$ cat src/rtl/uart_msg_sequencer_pkg.sv
// rtl/uart_msg_sequencer_pkg.sv - shared types and widths for the UART message sequencer
// Contents:
//   MSG_W        message register width (bits)
//   BYTE_W       transmitter byte width (bits)
//   LEN_W        byte-count field width (bits)
//   seq_state_t  sequencer FSM state encoding
package uart_msg_sequencer_pkg;

    localparam int MSG_W  = 32;
    localparam int BYTE_W = 8;
    localparam int LEN_W  = 2;

    // ST_RECOVER is the single cycle that follows an abort or an ack timeout;
    // the transmitter is disabled there so it drops any partial frame.
    typedef enum logic [2:0] {
        ST_IDLE    = 3'd0,
        ST_LOAD    = 3'd1,
        ST_WRITE   = 3'd2,
        ST_DRAIN   = 3'd3,
        ST_NEXT    = 3'd4,
        ST_DONE    = 3'd5,
        ST_RECOVER = 3'd6
    } seq_state_t;

endpackage

$ cat src/rtl/sync_2ff.sv
// rtl/sync_2ff.sv - two-flop synchronizer for slow-changing level signals
// Ports:
//   clk    destination clock
//   reset  asynchronous active-low reset, flops clear to 0
//   d      asynchronous input level(s)
//   q      synchronized output level(s), two clk cycles of latency
module sync_2ff #(
    parameter int WIDTH = 1
) (
    input  logic             clk,
    input  logic             reset,
    input  logic [WIDTH-1:0] d,
    output logic [WIDTH-1:0] q
);

    logic [WIDTH-1:0] meta_q;
    logic [WIDTH-1:0] sync_q;

    always_ff @(posedge clk or negedge reset) begin
        if (!reset) begin
            meta_q <= '0;
            sync_q <= '0;
        end else begin
            meta_q <= d;
            sync_q <= meta_q;
        end
    end

    assign q = sync_q;

endmodule

$ cat src/rtl/uart_msg_sequencer.sv
// rtl/uart_msg_sequencer.sv - sends a 1..4 byte message to a UART transmitter with a WR/BUSY handshake
// Optional feature macro: SEQ_ACK_TIMEOUT_EN (per-phase ack timeout, sets error and aborts)
// Ports:
//   clk, reset            system clock, asynchronous active-low reset
//   start, abort          message request (taken in IDLE only) / cancel in-flight message
//   msg_data, msg_len     message bytes (byte 0 in [7:0] goes first), byte count minus one
//   ready, done, error    idle indicator, end-of-message pulse, sticky timeout flag
//   Tx_EN, Tx_WR, Tx_DATA transmitter enable, write strobe, byte
//   Tx_BUSY               transmitter busy, asynchronous to clk
module uart_msg_sequencer
    import uart_msg_sequencer_pkg::*;
#(
    parameter int ACK_TIMEOUT = 1023
) (
    input  logic              clk,
    input  logic              reset,
    input  logic              start,
    input  logic              abort,
    input  logic [MSG_W-1:0]  msg_data,
    input  logic [LEN_W-1:0]  msg_len,
    output logic              ready,
    output logic              done,
    output logic              error,
    output logic              Tx_EN,
    output logic              Tx_WR,
    output logic [BYTE_W-1:0] Tx_DATA,
    input  logic              Tx_BUSY
);

    seq_state_t        state;
    seq_state_t        next_state;
    logic              busy_s;
    logic [MSG_W-1:0]  shift_q;
    logic [LEN_W-1:0]  byte_cnt_q;
    logic [BYTE_W-1:0] tx_data_q;
    logic              timeout_hit;
    logic              in_wait;

    sync_2ff #(
        .WIDTH (1)
    ) u_busy_sync (
        .clk   (clk),
        .reset (reset),
        .d     (Tx_BUSY),
        .q     (busy_s)
    );

    assign in_wait = (state == ST_WRITE) || (state == ST_DRAIN);

`ifdef SEQ_ACK_TIMEOUT_EN
    localparam int TW = (ACK_TIMEOUT < 2) ? 1 : $clog2(ACK_TIMEOUT + 1);

    logic [TW-1:0] ack_cnt_q;
    logic          error_q;
    logic          wait_entry;

    // WRITE->DRAIN is also an entry, so each handshake phase gets its own budget.
    assign wait_entry = (next_state != state) &&
                        ((next_state == ST_WRITE) || (next_state == ST_DRAIN));

    always_ff @(posedge clk or negedge reset) begin
        if (!reset) begin
            ack_cnt_q <= '0;
        end else if (wait_entry) begin
            ack_cnt_q <= '0;
        end else if (in_wait) begin
            ack_cnt_q <= ack_cnt_q + 1'b1;
        end
    end

    // Counter reads k during the k-th cycle of the phase, so the recovery
    // cycle starts exactly ACK_TIMEOUT cycles after phase entry.
    assign timeout_hit = in_wait && (ack_cnt_q == TW'(ACK_TIMEOUT - 1));

    always_ff @(posedge clk or negedge reset) begin
        if (!reset) begin
            error_q <= 1'b0;
        end else if ((state == ST_IDLE) && start) begin
            error_q <= 1'b0;
        end else if (timeout_hit) begin
            error_q <= 1'b1;
        end
    end

    assign error = error_q;
`else
    logic [31:0] unused_ack_timeout;

    assign unused_ack_timeout = 32'(ACK_TIMEOUT);
    assign timeout_hit        = 1'b0;
    assign error              = 1'b0;
`endif

    always_ff @(posedge clk or negedge reset) begin
        if (!reset) begin
            state <= ST_IDLE;
        end else begin
            state <= next_state;
        end
    end

    always_comb begin
        next_state = state;
        ready      = 1'b0;
        done       = 1'b0;
        Tx_EN      = 1'b1;
        Tx_WR      = 1'b0;
        case (state)
            ST_IDLE: begin
                ready = 1'b1;
                if (start) begin
                    next_state = ST_LOAD;
                end
            end
            ST_LOAD: begin
                if (abort) begin
                    next_state = ST_RECOVER;
                end else begin
                    next_state = ST_WRITE;
                end
            end
            ST_WRITE: begin
                Tx_WR = 1'b1;
                if (abort || timeout_hit) begin
                    next_state = ST_RECOVER;
                end else if (busy_s) begin
                    next_state = ST_DRAIN;
                end
            end
            ST_DRAIN: begin
                if (abort || timeout_hit) begin
                    next_state = ST_RECOVER;
                end else if (!busy_s) begin
                    next_state = ST_NEXT;
                end
            end
            ST_NEXT: begin
                if (abort) begin
                    next_state = ST_RECOVER;
                end else if (byte_cnt_q == '0) begin
                    next_state = ST_DONE;
                end else begin
                    next_state = ST_LOAD;
                end
            end
            ST_DONE: begin
                // abort here is deliberately ignored: the message is complete
                done       = 1'b1;
                next_state = ST_IDLE;
            end
            ST_RECOVER: begin
                Tx_EN      = 1'b0;
                next_state = ST_IDLE;
            end
            default: begin
                next_state = ST_IDLE;
            end
        endcase
    end

    // Message datapath. Tx_DATA is only reloaded on LOAD->WRITE, which the
    // FSM reaches only after busy_s has been seen low with Tx_WR low.
    always_ff @(posedge clk or negedge reset) begin
        if (!reset) begin
            shift_q    <= '0;
            byte_cnt_q <= '0;
            tx_data_q  <= '0;
        end else begin
            if ((state == ST_IDLE) && start) begin
                shift_q    <= msg_data;
                byte_cnt_q <= msg_len;
            end
            if ((state == ST_LOAD) && (next_state == ST_WRITE)) begin
                tx_data_q <= shift_q[BYTE_W-1:0];
            end
            if ((state == ST_NEXT) && (next_state == ST_LOAD)) begin
                shift_q    <= shift_q >> BYTE_W;
                byte_cnt_q <= byte_cnt_q - 1'b1;
            end
        end
    end

    assign Tx_DATA = tx_data_q;

endmodule

$ cat config.mk
export PLATFORM = sky130hd
export DESIGN_NAME = uart_msg_sequencer
export DESIGN_NICKNAME = d
export VERILOG_FILES = /design/src/rtl/uart_msg_sequencer_pkg.sv /design/src/rtl/sync_2ff.sv /design/src/rtl/uart_msg_sequencer.sv
export SDC_FILE = /design/constraint.sdc
export NUM_CORES = 1
export LEC_CHECK = 0
export BUFFER_PORTS_ARGS = -buffer_cell sky130_fd_sc_hd__clkbuf_2
export CORE_UTILIZATION = 29
export CTS_CLUSTER_DIAMETER = 100
export CTS_CLUSTER_SIZE = 28
export DETAILED_ROUTE_END_ITERATION = 8
export SYNTH_ARGS = -nofsm -noshare
export SYNTH_HDL_FRONTEND = slang
export SYNTH_SLANG_ARGS = --single-unit
$ cat constraint.sdc
create_clock -name clk -period 1.9 [get_ports clk]
set_input_delay 0.38 -clock clk [delete_from_list [all_inputs] [get_ports clk]]
set_output_delay 0.38 -clock clk [all_outputs]
set_load 0.1 [all_outputs]
### Word level (Yosys, flattened, before mapping)

Index checks and enable logic that the tools add are counted.

* memories kept: 0
* output and inout port bits: 13
* bits in registers: 47
* RAM bits: 0
* bits in latches: 0
* word-level logic and storage cells: 38
* bits in read-only memories: 0
* input bits: 39

* multiplexer cells: 17
* reductions and logical operators: 6
* $add $sub $neg: 1
* shift operators: 0
* bitwise logic cells: 0
* magnitude comparators: 0
* equal/unequal tests: 8
* div/mod/pow operators: 0
* $mul: 0

Operators with widths (number)
* 2-to-1 mux 32 bit: 2
* 2-to-1 mux 3 bit: 8
* one-hot mux 3 bit (5 select lines): 1
* == test 3 x 2 -> 1 bit (second input constant): 3
* == test 3 bit (second input constant): 3
* == test 3 x 1 -> 1 bit (second input constant): 2
* 2-to-1 mux 1 bit: 4
* 2-to-1 mux 2 bit: 2
* logical AND 1 bit: 3
* zero test 3 bit: 1
* zero test 2 bit: 1
* nonzero test 2 bit: 1
* subtractor 2 x 1 -> 2 bit (second input constant): 1

### Longest topological paths before layout

* word-level depth: 7
* gate-level depth with buffers: 7
* depth with buffers taken out: 6

### By module

Synthesis repeated with hierarchy kept, for this count alone.

* cell total of the unflattened synthesis: 175
* area, all modules: 2065.7 µm²

Modules (own cells, without submodules)
* uart_msg_sequencer: times used 1, seq. area each 1126.1 µm², cells an instance 173, area each 2015.7 µm²
* sync_2ff: times used 1, seq. area each 50.0 µm², cells an instance 2, area each 50.0 µm²

### Worst setup path after synthesis

OpenSTA, ideal clock, no wires.

* path type: register to output
* start: register state[2]
* end: output Tx_WR
* path slack: -1408 ps
* buffers on the path: 2
* cell stages (with the launch flop): 4
* arrival: 2928 ps
* cells stage by stage: dfrtp_1 > buf_2 > buf_1 > nor3b_1

* longest elaborated chain between the ends: 2

RTL lines
* from (decl): RTL line uart_msg_sequencer.sv:30 `seq_state_t state;`
* from (signal assigned): RTL line uart_msg_sequencer.sv:98 `state <= next_state;`
* == test 3 x 2 -> 1 bit: RTL line uart_msg_sequencer.sv:108 `case (state)`
* 2-to-1 mux 1 bit: RTL line uart_msg_sequencer.sv:108
* to (decl): RTL line uart_msg_sequencer.sv:25 `output logic Tx_WR,`

Every way passes these cells.

### Final worst setup path

* start: register state[0]
* end: output Tx_EN

* longest elaborated chain between the ends: 2

RTL lines
* == test 3 bit: RTL line uart_msg_sequencer.sv:108
* 2-to-1 mux 1 bit: RTL line uart_msg_sequencer.sv:108
* to (decl): RTL line uart_msg_sequencer.sv:24 `output logic Tx_EN,`

Every way passes these cells.

==> flow_summary.json <==
{
  "status": "complete, no violations",
  "track_usage_pct": 12.59,
  "fill_cells": 790,
  "clock_sinks": 47,
  "synth_edf_count": 0,
  "fin_crit_ns": 1.791,
  "drv_slew": 0,
  "place_hpwl_um": 3023,
  "placed_cells": 364,
  "synth_top_cells_by_area": "dfrtp_1 55%, nand2_1 12%, a31oi_1 7.0%, nor2_1 4.7%, mux2_2 4.2%",
  "maxSlewHeadroom_pct": 59.47,
  "skew_ns": 0.009126,
  "r2r-start": "state[0]",
  "synth_cell_types": 28,
  "area_growth_syn_to_layout_pct": 24.48,
  "power_density_nw_per_um2": 1810,
  "place.gp.congestion": 0.7313,
  "ios": 52,
  "nets": 312,
  "rsz0062_at_grt": "false",
  "multi_input_area_um2": 878.3,
  "dpl_cell_area_um2": 2557,
  "p_leak_nw": 1.273,
  "io_buffers": 50,
  "num_rows": 31,
  "core_area_um2": 7214,
  "postSynth.asyncResetShare_pct": 100.0,
  "vias": 1675,
  "finalCritPeriodShare_pct": 94.27,
  "grt_start_max_net_pins": 52,
  "firstDrtPassIters": 4,
  "die_x_um": 88.05,
  "cts_tree": "done",
  "clockBufferDepth": 2,
  "grt_first_pass_wirelength_um": 7479,
  "finalPower_mw": 4.837,
  "syn_inst": 226,
  "synth_top_area_share_pct": 54.78,
  "setup_violations": 0,
  "first_iter_violations": 81,
  "setup_tns_ns": 0,
  "syn_nets": 266,
  "via_per_inst": 4.503,
  "crit_start": "state[0]",
  "synth_area_um2": 2147,
  "worst_setup_path_start_kind": "flip-flop",
  "fmax_ghz": 0.5583,
  "endpoint_kind": "output pin",
  "utilization_pct": 37.04,
  "seq_area_um2": 1179,
  "routedWlPerCell_um": 12.22,
  "hold_viol_final": 0,
  "ys_seq_area_share_pct": 54.78,
  "htree_levels": 2,
  "synth_common_cells": "67 x nand2_1, 47 x dfrtp_1, 27 x nor2_1",
  "grt_pass1_vias": 1576,
  "path_clk_slew_ns": 0.08,
  "final_antenna_net_count": 0,
  "drc": 0,
  "cts_buffers": 5,
  "synth.most_common_cell": "nand2_1",
  "cp.required_ns": 1.52,
  "cts-hold-fix-buffers": 0,
  "antenna_found_initial": 0,
  "grt-ovfl-total": 0,
  "critPathArrivalTime_ns": 1.41,
  "synth_warnings": 0,
  "insertion_delay_ns": 0.30,
  "design.die.area_um2": 7752,
  "syn_area_per_cell_um2": 9.500,
  "ys_seq_elements": 47,
  "routed_wirelength_um": 4547,
  "die_h_um": 88.05,
  "path_class": "flip-flop to output pin",
  "fin_area_um2": 2673,
  "synth_top_cell_by_area": "dfrtp_1",
  "start_util_pct": 29.76,
  "cts_root_buf": "clkbuf_8",
  "diodes": 0,
  "crit_fanout": 9,
  "tightestPinTransition_ns": 0.6080,
  "vdd_ir_drop_max_mv": 0.5957,
  "drive_gt1_share_pct": 29.67,
  "maxCapViolCount": 0,
  "ff2ff_path_depth": 3,
  "synth_ff_type": "dfrtp_1",
  "hold_path.class": "input pin to async pin",
  "final_cells": 372
}
logic make-up after synthesis:
group	count (synthesis)	synth area share (%)
compound gates	40	11.54
simple gates	107	22.14
buf+inv	20	5.652
fa+ha+maj	1	0.5827
flops	47	54.78
other cells	1	0.1747
mux	10	5.128
worst max-delay path, cell delays in order, from the launching register on:
cell      delay [ns]
dfrtp_1         0.65
nand3b_1        0.17
buf_4           0.29
timing repair:
action | CTS | global route
resized for setup | 1 | 1
setup endpoints to repair | 2 | 1
buffers inserted | 0 | 0
pin swaps | 0 | 0
per-stage QoR:
stage,worst slack [ns],hold slack (ns)
after floorplan,-0.007687,0.08441
after global placement,0.2771,0.3354
after detailed placement,0.2428,0.3403
after CTS,0.002447,0.1746
after global routing,0.03246,0.1715
final,0.1089,0.1603
registers in the layout, summed over array words and instances, names as in the netlist:
name and flops:
shift_q 32, byte_cnt_q 2, state 3, Tx_DATA 8
u_busy_sync.meta_q 1, u_busy_sync.q 1
power breakdown:
part / switching (mW) / internal, mW / total (mW)
sequential: 0.370 / 1.47 / 1.84
combinational: 1.50 / 0.770 / 2.27
clock: 0.338 / 0.392 / 0.729
path summary, 6_finish.rpt:
check	slack, ns	to
setup / recovery	0.11	Tx_EN
hold / removal	0.16	u_busy_sync.meta_q
setup reg to reg	0.30	Tx_DATA[1]
hold reg to reg	0.36	u_busy_sync.q
max in group asynchronous	1.30	state[2]
min in group clk	0.19	u_busy_sync.meta_q
cell type report:
cell class | count | share of cell area, %
inverters | 3 | 0.4213
clock buffers | 5 | 2.575
clock inverters | 3 | 1.639
multi-input cells | 159 | 32.87
well taps | 99 | 4.635
repair buffers | 56 | 13.76
flip-flops and latches | 47 | 44.10
cells in the final DEF, fill, tap and decap left out, types with 3 or more instances in the layout:
master,instances
nand2_1,67
clkbuf_2,46
dfrtp_1,45
nor2_1,27
a31oi_1,24
a21oi_1,10
mux2_2,8
clkbuf_8,5
buf_12,5
buf_4,5
inv_1,3
per-layer routing:
| layer | vias to the layer above | GRT usage [%] | wire length, um |
|---|---|---|---|
| li1 | 848 | - | - |
| met1 | 784 | 17.47 | 2215 |
| met2 | 41 | 18.68 | 2015 |
| met3 | 2 | 3.487 | 271 |
| met4 | 0 | 4.839 | 44 |
| met5 | - | 0 | 0 |
(Power assumes the default switching activity.)
